$ cat config.mk
export PLATFORM = sky130hd
export DESIGN_NAME = im_loader_flat
export DESIGN_NICKNAME = d
export VERILOG_FILES = /design/src/rtl/im_loader_pkg.sv /design/src/rtl/im_loader_if.sv /design/src/rtl/im_loader_word_assembler.sv /design/src/rtl/im_loader.sv /design/src/flat_wrapper.sv
export SDC_FILE = /design/constraint.sdc
export NUM_CORES = 1
export LEC_CHECK = 0
export CORE_ASPECT_RATIO = 1.4
export CORE_MARGIN = 2
export CORE_UTILIZATION = 55
export CTS_CLUSTER_SIZE = 8
export DETAILED_ROUTE_END_ITERATION = 7
export PLACE_DENSITY = 0.83
export SYNTH_ARGS = -nofsm -noshare
export SYNTH_HDL_FRONTEND = slang
export SYNTH_SLANG_ARGS = --single-unit
$ cat constraint.sdc
create_clock -name CLK -period 6.1 [get_ports CLK]
set_clock_uncertainty 0.05 [all_clocks]
set_input_delay 1.22 -clock CLK [delete_from_list [all_inputs] [get_ports CLK]]
set_output_delay 1.22 -clock CLK [all_outputs]
set_load 0.05 [all_outputs]
$ cat src/rtl/im_loader_pkg.sv
// Shared definitions for the instruction-memory boot loader: FSM state
// encoding, frame field widths and the default frame start marker.
package im_loader_pkg;

  localparam int BYTE_W = 8;
  localparam int CNT_W  = 16;
  localparam int LANES  = 4;

  localparam logic [BYTE_W-1:0] SYNC_BYTE_DEF = 8'hA5;

  typedef enum logic [2:0] {
    ST_IDLE   = 3'd0,
    ST_CNT_HI = 3'd1,
    ST_CNT_LO = 3'd2,
    ST_DATA   = 3'd3,
    ST_WRITE  = 3'd4,
    ST_CSUM   = 3'd5,
    ST_DONE   = 3'd6,
    ST_ERR    = 3'd7
  } state_e;

endpackage

$ cat src/rtl/im_loader_if.sv
// Byte-stream handshake plus instruction-memory write port of the loader.
// master = byte source / memory side, slave = the loader itself.
interface im_loader_if
  import im_loader_pkg::*;
#(
  parameter int ADDR_W = 16,
  parameter int DATA_W = 32
);

  logic              byte_valid;
  logic [BYTE_W-1:0] byte_data;
  logic              byte_ready;
  logic              im_we;
  logic [ADDR_W-1:0] im_waddr;
  logic [DATA_W-1:0] im_wdata;

  modport master (
    output byte_valid, byte_data,
    input  byte_ready, im_we, im_waddr, im_wdata
  );

  modport slave (
    input  byte_valid, byte_data,
    output byte_ready, im_we, im_waddr, im_wdata
  );

endinterface

$ cat src/rtl/im_loader_word_assembler.sv
// MSB-first 4-byte word assembler with a running XOR checksum over every
// shifted-in byte. word_full flags the byte that completes a word, and
// word_nxt exposes the word as it will look once that byte is shifted in.
module im_loader_word_assembler
  import im_loader_pkg::*;
#(
  parameter int DATA_W = 32
) (
  input  logic              clk,
  input  logic              rst_f,
  input  logic              clear,
  input  logic              shift_en,
  input  logic [BYTE_W-1:0] byte_in,
  output logic [DATA_W-1:0] word_nxt,
  output logic [BYTE_W-1:0] csum,
  output logic              word_full
);

  logic [1:0]        lane_q, lane_d;
  logic [DATA_W-1:0] word_q, word_d;
  logic [BYTE_W-1:0] csum_q, csum_d;

  // Next lane/word/checksum; clear wins so a new frame starts from zero.
  always_comb begin
    word_nxt  = {word_q[DATA_W-BYTE_W-1:0], byte_in};
    word_full = shift_en && (lane_q == 2'd3);
    lane_d    = lane_q;
    word_d    = word_q;
    csum_d    = csum_q;
    if (clear) begin
      lane_d = '0;
      word_d = '0;
      csum_d = '0;
    end else if (shift_en) begin
      lane_d = lane_q + 2'd1;
      word_d = word_nxt;
      csum_d = csum_q ^ byte_in;
    end
  end

  // Lane counter, shift register and checksum state.
  always_ff @(posedge clk) begin
    if (!rst_f) begin
      lane_q <= '0;
      word_q <= '0;
      csum_q <= '0;
    end else begin
      lane_q <= lane_d;
      word_q <= word_d;
      csum_q <= csum_d;
    end
  end

  assign csum = csum_q;

endmodule

$ cat src/rtl/im_loader.sv
// Boot-time instruction-memory loader. Parses SYNC, CNT_HI, CNT_LO, N words
// (MSB first) and an XOR checksum, writes each word into im with a one-cycle
// strobe, and releases cpu_rst_f only after a frame with a good checksum.
module im_loader
  import im_loader_pkg::*;
#(
  parameter int                ADDR_W     = 16,
  parameter int                DATA_W     = 32,
  parameter logic [ADDR_W-1:0] START_ADDR = '0,
  parameter logic [BYTE_W-1:0] SYNC_BYTE  = SYNC_BYTE_DEF,
  parameter int                MAX_WORDS  = 1024
) (
  input  logic        CLK,
  input  logic        RST_F,
  im_loader_if.slave  bus,
  output logic        cpu_rst_f,
  output logic        load_done,
  output logic        load_err
);

  localparam logic [CNT_W-1:0] MAX_CNT = CNT_W'(MAX_WORDS);

  state_e            state_q, state_d;
  logic [CNT_W-1:0]  cnt_q, cnt_d;
  logic [CNT_W-1:0]  index_q, index_d;
  logic              byte_ready_q, byte_ready_d;
  logic              im_we_q, im_we_d;
  logic [ADDR_W-1:0] im_waddr_q, im_waddr_d;
  logic [DATA_W-1:0] im_wdata_q, im_wdata_d;
  logic              cpu_rst_f_q, cpu_rst_f_d;
  logic              load_done_q, load_done_d;
  logic              load_err_q, load_err_d;

  logic              xfer;
  logic              is_sync;
  logic [CNT_W-1:0]  cnt_full;
  logic [CNT_W-1:0]  index_inc;
  logic              asm_clear;
  logic              asm_shift;
  logic              word_full;
  logic [DATA_W-1:0] word_nxt;
  logic [BYTE_W-1:0] csum;

  assign xfer      = bus.byte_valid & byte_ready_q;
  assign is_sync   = (bus.byte_data == SYNC_BYTE);
  assign cnt_full  = {cnt_q[CNT_W-1:BYTE_W], bus.byte_data};
  assign index_inc = index_q + CNT_W'(1);

  im_loader_word_assembler #(.DATA_W(DATA_W)) u_asm (
    .clk       (CLK),
    .rst_f     (RST_F),
    .clear     (asm_clear),
    .shift_en  (asm_shift),
    .byte_in   (bus.byte_data),
    .word_nxt  (word_nxt),
    .csum      (csum),
    .word_full (word_full)
  );

  // Frame parser next state; outputs are decoded from the next state so
  // they change on the same edge the FSM enters a state.
  always_comb begin
    state_d    = state_q;
    cnt_d      = cnt_q;
    index_d    = index_q;
    im_waddr_d = im_waddr_q;
    im_wdata_d = im_wdata_q;
    asm_clear  = 1'b0;
    asm_shift  = 1'b0;

    unique case (state_q)
      ST_IDLE, ST_ERR: begin
        if (xfer && is_sync) begin
          state_d   = ST_CNT_HI;
          index_d   = '0;
          asm_clear = 1'b1;
        end
      end
      ST_CNT_HI: begin
        if (xfer) begin
          cnt_d   = {bus.byte_data, cnt_q[BYTE_W-1:0]};
          state_d = ST_CNT_LO;
        end
      end
      ST_CNT_LO: begin
        if (xfer) begin
          cnt_d = cnt_full;
          if (cnt_full > MAX_CNT)   state_d = ST_ERR;
          else if (cnt_full == '0)  state_d = ST_CSUM;
          else                      state_d = ST_DATA;
        end
      end
      ST_DATA: begin
        if (xfer) begin
          asm_shift = 1'b1;
          if (word_full) begin
            state_d    = ST_WRITE;
            im_waddr_d = START_ADDR + ADDR_W'(index_q);
            im_wdata_d = word_nxt;
          end
        end
      end
      ST_WRITE: begin
        index_d = index_inc;
        state_d = (index_inc == cnt_q) ? ST_CSUM : ST_DATA;
      end
      ST_CSUM: begin
        if (xfer) state_d = (bus.byte_data == csum) ? ST_DONE : ST_ERR;
      end
      ST_DONE: state_d = ST_DONE;
      default: state_d = ST_IDLE;
    endcase

    byte_ready_d = !((state_d == ST_WRITE) || (state_d == ST_DONE));
    im_we_d      = (state_d == ST_WRITE);
    load_done_d  = (state_d == ST_DONE);
    cpu_rst_f_d  = (state_d == ST_DONE);
    load_err_d   = (state_d == ST_ERR);
  end

  // FSM state, frame bookkeeping and registered outputs.
  always_ff @(posedge CLK) begin
    if (!RST_F) begin
      state_q      <= ST_IDLE;
      cnt_q        <= '0;
      index_q      <= '0;
      byte_ready_q <= 1'b1;
      im_we_q      <= 1'b0;
      im_waddr_q   <= '0;
      im_wdata_q   <= '0;
      cpu_rst_f_q  <= 1'b0;
      load_done_q  <= 1'b0;
      load_err_q   <= 1'b0;
    end else begin
      state_q      <= state_d;
      cnt_q        <= cnt_d;
      index_q      <= index_d;
      byte_ready_q <= byte_ready_d;
      im_we_q      <= im_we_d;
      im_waddr_q   <= im_waddr_d;
      im_wdata_q   <= im_wdata_d;
      cpu_rst_f_q  <= cpu_rst_f_d;
      load_done_q  <= load_done_d;
      load_err_q   <= load_err_d;
    end
  end

  assign bus.byte_ready = byte_ready_q;
  assign bus.im_we      = im_we_q;
  assign bus.im_waddr   = im_waddr_q;
  assign bus.im_wdata   = im_wdata_q;
  assign cpu_rst_f      = cpu_rst_f_q;
  assign load_done      = load_done_q;
  assign load_err       = load_err_q;

endmodule

$ cat src/flat_wrapper.sv
// flat-port wrapper written by rule: the top's interface ports become plain ports
module im_loader_flat import im_loader_pkg::*;
#(
  parameter int                ADDR_W     = 16,
  parameter int                DATA_W     = 32,
  parameter logic [ADDR_W-1:0] START_ADDR = '0,
  parameter logic [BYTE_W-1:0] SYNC_BYTE  = SYNC_BYTE_DEF,
  parameter int                MAX_WORDS  = 1024
)
  (CLK, RST_F, cpu_rst_f, load_done, load_err, bus_byte_valid, bus_byte_data, bus_byte_ready, bus_im_we, bus_im_waddr, bus_im_wdata);
  im_loader_if #(.ADDR_W(ADDR_W), .DATA_W(DATA_W)) bus_i ();
  input  logic CLK;
  input  logic RST_F;
  output logic cpu_rst_f;
  output logic load_done;
  output logic load_err;
  input wire logic [$bits(bus_i.byte_valid)-1:0] bus_byte_valid;
  input wire logic [$bits(bus_i.byte_data)-1:0] bus_byte_data;
  output wire logic [$bits(bus_i.byte_ready)-1:0] bus_byte_ready;
  output wire logic [$bits(bus_i.im_we)-1:0] bus_im_we;
  output wire logic [$bits(bus_i.im_waddr)-1:0] bus_im_waddr;
  output wire logic [$bits(bus_i.im_wdata)-1:0] bus_im_wdata;
  assign bus_i.byte_valid = bus_byte_valid;
  assign bus_i.byte_data = bus_byte_data;
  assign bus_byte_ready = bus_i.byte_ready;
  assign bus_im_we = bus_i.im_we;
  assign bus_im_waddr = bus_i.im_waddr;
  assign bus_im_wdata = bus_i.im_wdata;
  im_loader #(.ADDR_W(ADDR_W), .DATA_W(DATA_W), .START_ADDR(START_ADDR), .SYNC_BYTE(SYNC_BYTE), .MAX_WORDS(MAX_WORDS)) u_core (.CLK(CLK), .RST_F(RST_F), .bus(bus_i), .cpu_rst_f(cpu_rst_f), .load_done(load_done), .load_err(load_err));
endmodule
# Word-level counts from Yosys, hierarchy flattened
# Index checks and enable logic that the tools add are counted.
# totals
ff_bits	121
input_bits	11
# op_classes
add_sub_neg	2
magnitude_cmp	1
eq_ne	15
mux	20
bitwise_logic	5
n_reduce_logical	13
# ops
op	count
$pmux 16 s2	2
$mux 16	2
$mux 3	9
$eq 3x3->1 const B	7
$pmux 3 s7	1
$add 16x1->16 const B	1
$eq 16x16->1	1
$gt 16x11->1 const B	1
$logic_not 16->1	1
$reduce_and 3->1	3
$eq 8x8->1	1
$eq 8x8->1 const B	1
$mux 8	1
$xor 8x8->8	1
$eq 3x2->1 const B	2
$mux 1	5
$reduce_or 2->1	2
$eq 3x1->1 const B	1
$logic_not 3->1	1
$not 1->1	3
$add 2x1->2 const B	1
$eq 2x2->1 const B	1
$logic_and 1x1->1	2
$ne 2x1->1 const B	1
other kinds (5)	5

# Longest topological paths before layout
# depth
word_depth	10
mapped_depth	9
mapped_depth_nobuf	8

# By module
# From an unflattened synthesis, not the netlist that was laid out.
# hier_totals
cells_unflattened	643
area_unflattened_um2	5549.1
# by_module_without_submodules
module	instances	cells_per_inst	area_per_inst_um2	seq_area_each_um2
im_loader	1	513	4129.0	1741.7
im_loader_word_assembler	1	130	1420.1	680.7

# Worst setup path before layout
# OpenSTA, ideal clock, no wires.
# synth_path
path_type	input -> register
from	input port bus_byte_data[0]
to	register u_core.im_we_q, in the netlist u_core.bus.im_we
t_arrival_ps	2978
required_time_ps	5916
setup_slack_ps	2938
cell_stages	8
n_path_buf	1
path_cell_list	clkbuf_1 or4_1 or4_4 xor2_1 nand2_1 a211o_2 nand3_1 a211oi_2
# synth_via
elab_chain_len	6
elab_cells_between_ends	13
classes_between	order compare: 1; eq/ne: 3; mux: 7; reduce/logical: 2
# synth_lines
element	line	source
start: declaration	flat_wrapper.sv:18	input wire logic [$bits(bus_i.byte_data)-1:0] bus_byte_data;
branches (longest 4 deep; another with $gt 16x11->1)	-	
$pmux 3 s7 (*)	im_loader.sv:71	unique case (state_q)
$eq 3x3->1 (*)	im_loader.sv:115	im_we_d = (state_d == ST_WRITE);
end signal: assignment	im_loader.sv:139	im_we_q <= im_we_d;
end: declaration	im_loader.sv:27	logic im_we_q, im_we_d;
# Mark *: on every way between the ends.
# A chain may end at the register's enable or synchronous reset.

# Worst setup path in the final report
# layout_path
from	input port bus_byte_valid
to	register u_core.im_waddr_q[12], in the netlist u_core.bus.im_waddr[12]
# layout_via
elab_chain_len	5
# layout_lines
element	line	source
start: declaration	flat_wrapper.sv:17	input wire logic [$bits(bus_i.byte_valid)-1:0] bus_byte_valid;
$and 1x1->1 (*)	im_loader.sv:44	assign xfer = bus.byte_valid & byte_ready_q;
$mux 1	im_loader.sv:94	if (xfer) begin
$mux 1	im_loader.sv:71	
$logic_and 1x1->1	im_loader_word_assembler.sv:26	word_full = shift_en && (lane_q == 2'd3);
$reduce_and 3->1 (no source line) (*)	-	
end signal: assignment	im_loader.sv:140	im_waddr_q <= im_waddr_d;
end: declaration	im_loader.sv:28	logic [ADDR_W-1:0] im_waddr_q, im_waddr_d;
# Every way passes the cells marked *; elsewhere a longest branch is shown, timed or not.

==> run_results.csv <==
group,metric,value,unit
placed_design,post-dp-hpwl,9159,µm
setup_path,critPathMaxFanout,48,
cells_and_area,area.growth.synth_to_final,23.27,%
power_and_ir_drop,ir_drop,0.2348,mV
route,drtIter0Drc,256,
sta,worst_pin_slew,1.220,ns
clocking,clk_pin_slew,0.05,ns
clocking,cts_resized,0,
synthesis,synth_top_cell_by_area,"dfxtp_1",
floorplan,ios,64,
sta,setup_viol,0,
setup_path,worstSetupEndpointType,"register",
sta,hold_viol,0,
global_routing,grt_usage,27.23,%
setup_path,path_class,"in -> reg",
cells_and_area,layout-drive-gt1-share,6.601,%
power_and_ir_drop,powerDensity,285.8,nW/µm²
min_path,min_from,"u_core.bus.im_wdata[26]",
floorplan,die-area,10750,µm²
setup_path,regToRegSetupSlack,3.18,ns
global_routing,grt_antenna_before_repair,0,
min_path,hold_path_class,"reg -> reg",
cells_and_area,nets,712,
clocking,clock_latency,0.41,ns
floorplan,die_w,88.19,µm
synthesis,async_reset_ff_share,0,%
cells_and_area,fin_cells,847,
min_path,hold_depth,2,
power_and_ir_drop,power.leakage,0.002218,µW
global_routing,overflow,0,
setup_path,start_kind,"input port",
synthesis,yosysUniqueCellTypes,56,
sta,holdWs,0.4004,ns
clocking,cts.sinks,121,
synthesis,ys_warn_count,0,
setup_path,required,6.37,ns
clocking,postCtsHoldBufs,0,
cells_and_area,num_antenna_cells,0,
synthesis,synthDominantCellAreaShare,44.38,%
synthesis,yosysSeqAreaShare,44.38,%
clocking,numCtsBuffers,17,
setup_path,r2r_cells,6,
sta,min_period,3.695,ns
outcome,status,"finished, final reports clean",
sta,report.final.slew_viol_count,0,
synthesis,ys_seq_elements,121,
sta,tns,0,ns
placed_design,io_buffers,63,
min_path,min_to,"u_core.bus.im_wdata[26]",
floorplan,die_h,121.9,µm
route,avgRoutedWirePerCell,16.58,µm
sta,max_slew_margin,18.66,%
floorplan,initial_core_util,55.74,%
route,route.detailed.drc,0,
synthesis,synthCells,665,
setup_path,reg2reg_from,"u_core.state_q[2]",
run,max_cap_violations,0,
sta,fmax,0.2706,GHz
route,wirelength,14040,µm
synthesis,synth_nets,678,
floorplan,rows,43,
clocking,htreeDepth,4,
setup_path,cp.arrival,3.97,ns
setup_path,rr_endpoint,"u_core.bus.im_waddr[12]",
clocking,cts_tree,"built",
floorplan,coreArea,9792,µm²
synthesis,synth_edf_count,0,
sta,fin_crit_sh,60.58,%
route,first_pass_iters,5,
placed_design,routabilityCongestion,0.9080,
synthesis,syn_area_per_cell,8.207,µm²
route,postRouteAntennaNets,0,
synthesis,synth_area,5458,µm²
clocking,cts_buffer_depth,2,
placed_design,dp_cells,815,
sta,grt_setup_unrepaired,"no",
route,via_per_inst,5.813,
clocking,root_buffer,"clkbuf_16",
clocking,postCtsSetupRepairBufs,0,
route,vias,4924,
cells_and_area,fin_util,68.71,%
synthesis,ys_top_cells_by_area,"dfxtp_1, nand2_1, a21boi_0",
synthesis,yosys_most_used_dff,"dfxtp_1",
global_routing,grt_pass1_wl,22730,µm
global_routing,grt_pass1_vias,4948,
global_routing,grt_start_max_net_pins,86,
layer usage:
metal | share of wire (%) | GRT usage [%] | up-vias
li1 | - | - | 2329
met1 | 37 | 28.22 | 2339
met2 | 53 | 47.98 | 202
met3 | 5.2 | 6.978 | 54
met4 | 4.7 | 16.67 | 0
met5 | 0 | 0 | -
sequential cells by signal, indices dropped and copies added, names as in the netlist:
register / cells
u_core.bus.im_wdata: 32
u_core.u_asm.word_q: 24
u_core.bus.im_waddr: 16
u_core.cnt_q: 16
u_core.index_q: 16
u_core.u_asm.csum: 8
u_core.state_q: 3
u_core.u_asm.lane_q: 2
u_core.bus.byte_ready: 1
u_core.bus.im_we: 1
u_core.cpu_rst_f: 1
u_core.load_err: 1
power by group:
group | total [µW] | internal [µW] | switching (µW)
sequential | 791 | 791 | 0.144
clock | 1100 | 744 | 352
combinational | 35.9 | 15.3 | 20.6
total | 1920 | 1550 | 373
worst max-delay path, cell delays in order:
cell and delay (ns):
clkdlybuf4s50_1 0.49, and3b_1 0.26, nand3_1 0.76, nor2_4 0.37, buf_4 0.49, nand2_1 0.14
a21boi_0 0.21
cell usage after synthesis, drive strengths merged (7+ instances only):
cell,n
buf,8
nand2,165
nor2,32
a21oi,38
xnor2,21
nor3,9
clkbuf,43
and2,7
a21boi,54
o21ai,24
nand4,11
dfxtp,121
nand3,9
xor2,18
nor2b,21
mux2i,16
placed cells by master (no fill, tap or decap), types with 2 or more instances in the layout:
cell type and count:
nor3_1 8, nor4_1 6, nor2_1 31, clkdlybuf4s50_1 62, clkbuf_8 2, a21boi_0 36
or4_1 4, xnor2_1 21, ha_1 2, o211ai_1 2, inv_1 2, nand2b_1 5
or4_4 2, a31oi_1 6, clkinvlp_4 3, bufinv_16 5, and2_1 6, a221oi_1 2
clkbuf_16 17, nor3b_1 2, nand3b_1 2, nand3_1 9, a21boi_1 18, and4_1 3
nand2_1 165, o22ai_1 2, dfxtp_1 121, a21oi_1 37, nor2b_1 21, o21ai_0 23
or3_1 4, nand4_1 10, o21a_1 3, xor2_1 18, and3_1 6, mux2i_1 16
buf_4 3, clkinv_2 3
cell families (layout without fill, tap and decap cells):
family	Yosys count	in the layout	share of synthesized area [%]
AND/OR/NAND/NOR	291	291	24.83
XOR/XNOR	39	39	6.259
AO/OA/AOI/OAI	141	141	16.92
buffers and inverters	54	101	4.012
multiplexers	17	17	3.141
flip-flops	121	121	44.38
adder cells (fa/ha/maj)	2	2	0.4584
worst max path at each step:
stage                          start                 endpoint  slack, ns  depth (start not counted)
finish                bus_byte_valid  u_core.bus.im_waddr[12]       2.40                          7
global route          bus_byte_valid  u_core.bus.im_waddr[12]       2.30                          7
CTS                   bus_byte_valid  u_core.bus.im_waddr[12]       2.45                          7
detailed placement    bus_byte_valid  u_core.bus.im_waddr[12]       2.07                          7
global placement      bus_byte_valid   u_core.bus.im_wdata[1]       2.14                          7
floorplan           bus_byte_data[0]         u_core.bus.im_we       2.94                          8
area by class of cell:
type | instances | area, µm²
Sequential cell | 121 | 2422
Fill cell | 794 | 3064
Multi-Input combinational cell | 490 | 2824
Clock inverter | 12 | 196.4
Timing Repair Buffer | 66 | 648.1
Clock buffer | 20 | 456.7
Inverter | 3 | 11.26
Tap cell | 135 | 168.9
through the flow:
step | setup slack [ns] | cell area, µm² | power (µW)
3_5_place_dp | 2.065 | 6075 | 843.2
2_1_floorplan | 2.938 | 5458 | 827.7
4_1_cts | 2.448 | 6728 | 1934
3_3_place_gp | 2.140 | 6075 | 842.6
5_1_grt | 2.296 | 6728 | 1967
6_report | 2.405 | 6728 | 1923
Note: power is estimated with default switching activity, not from simulation.
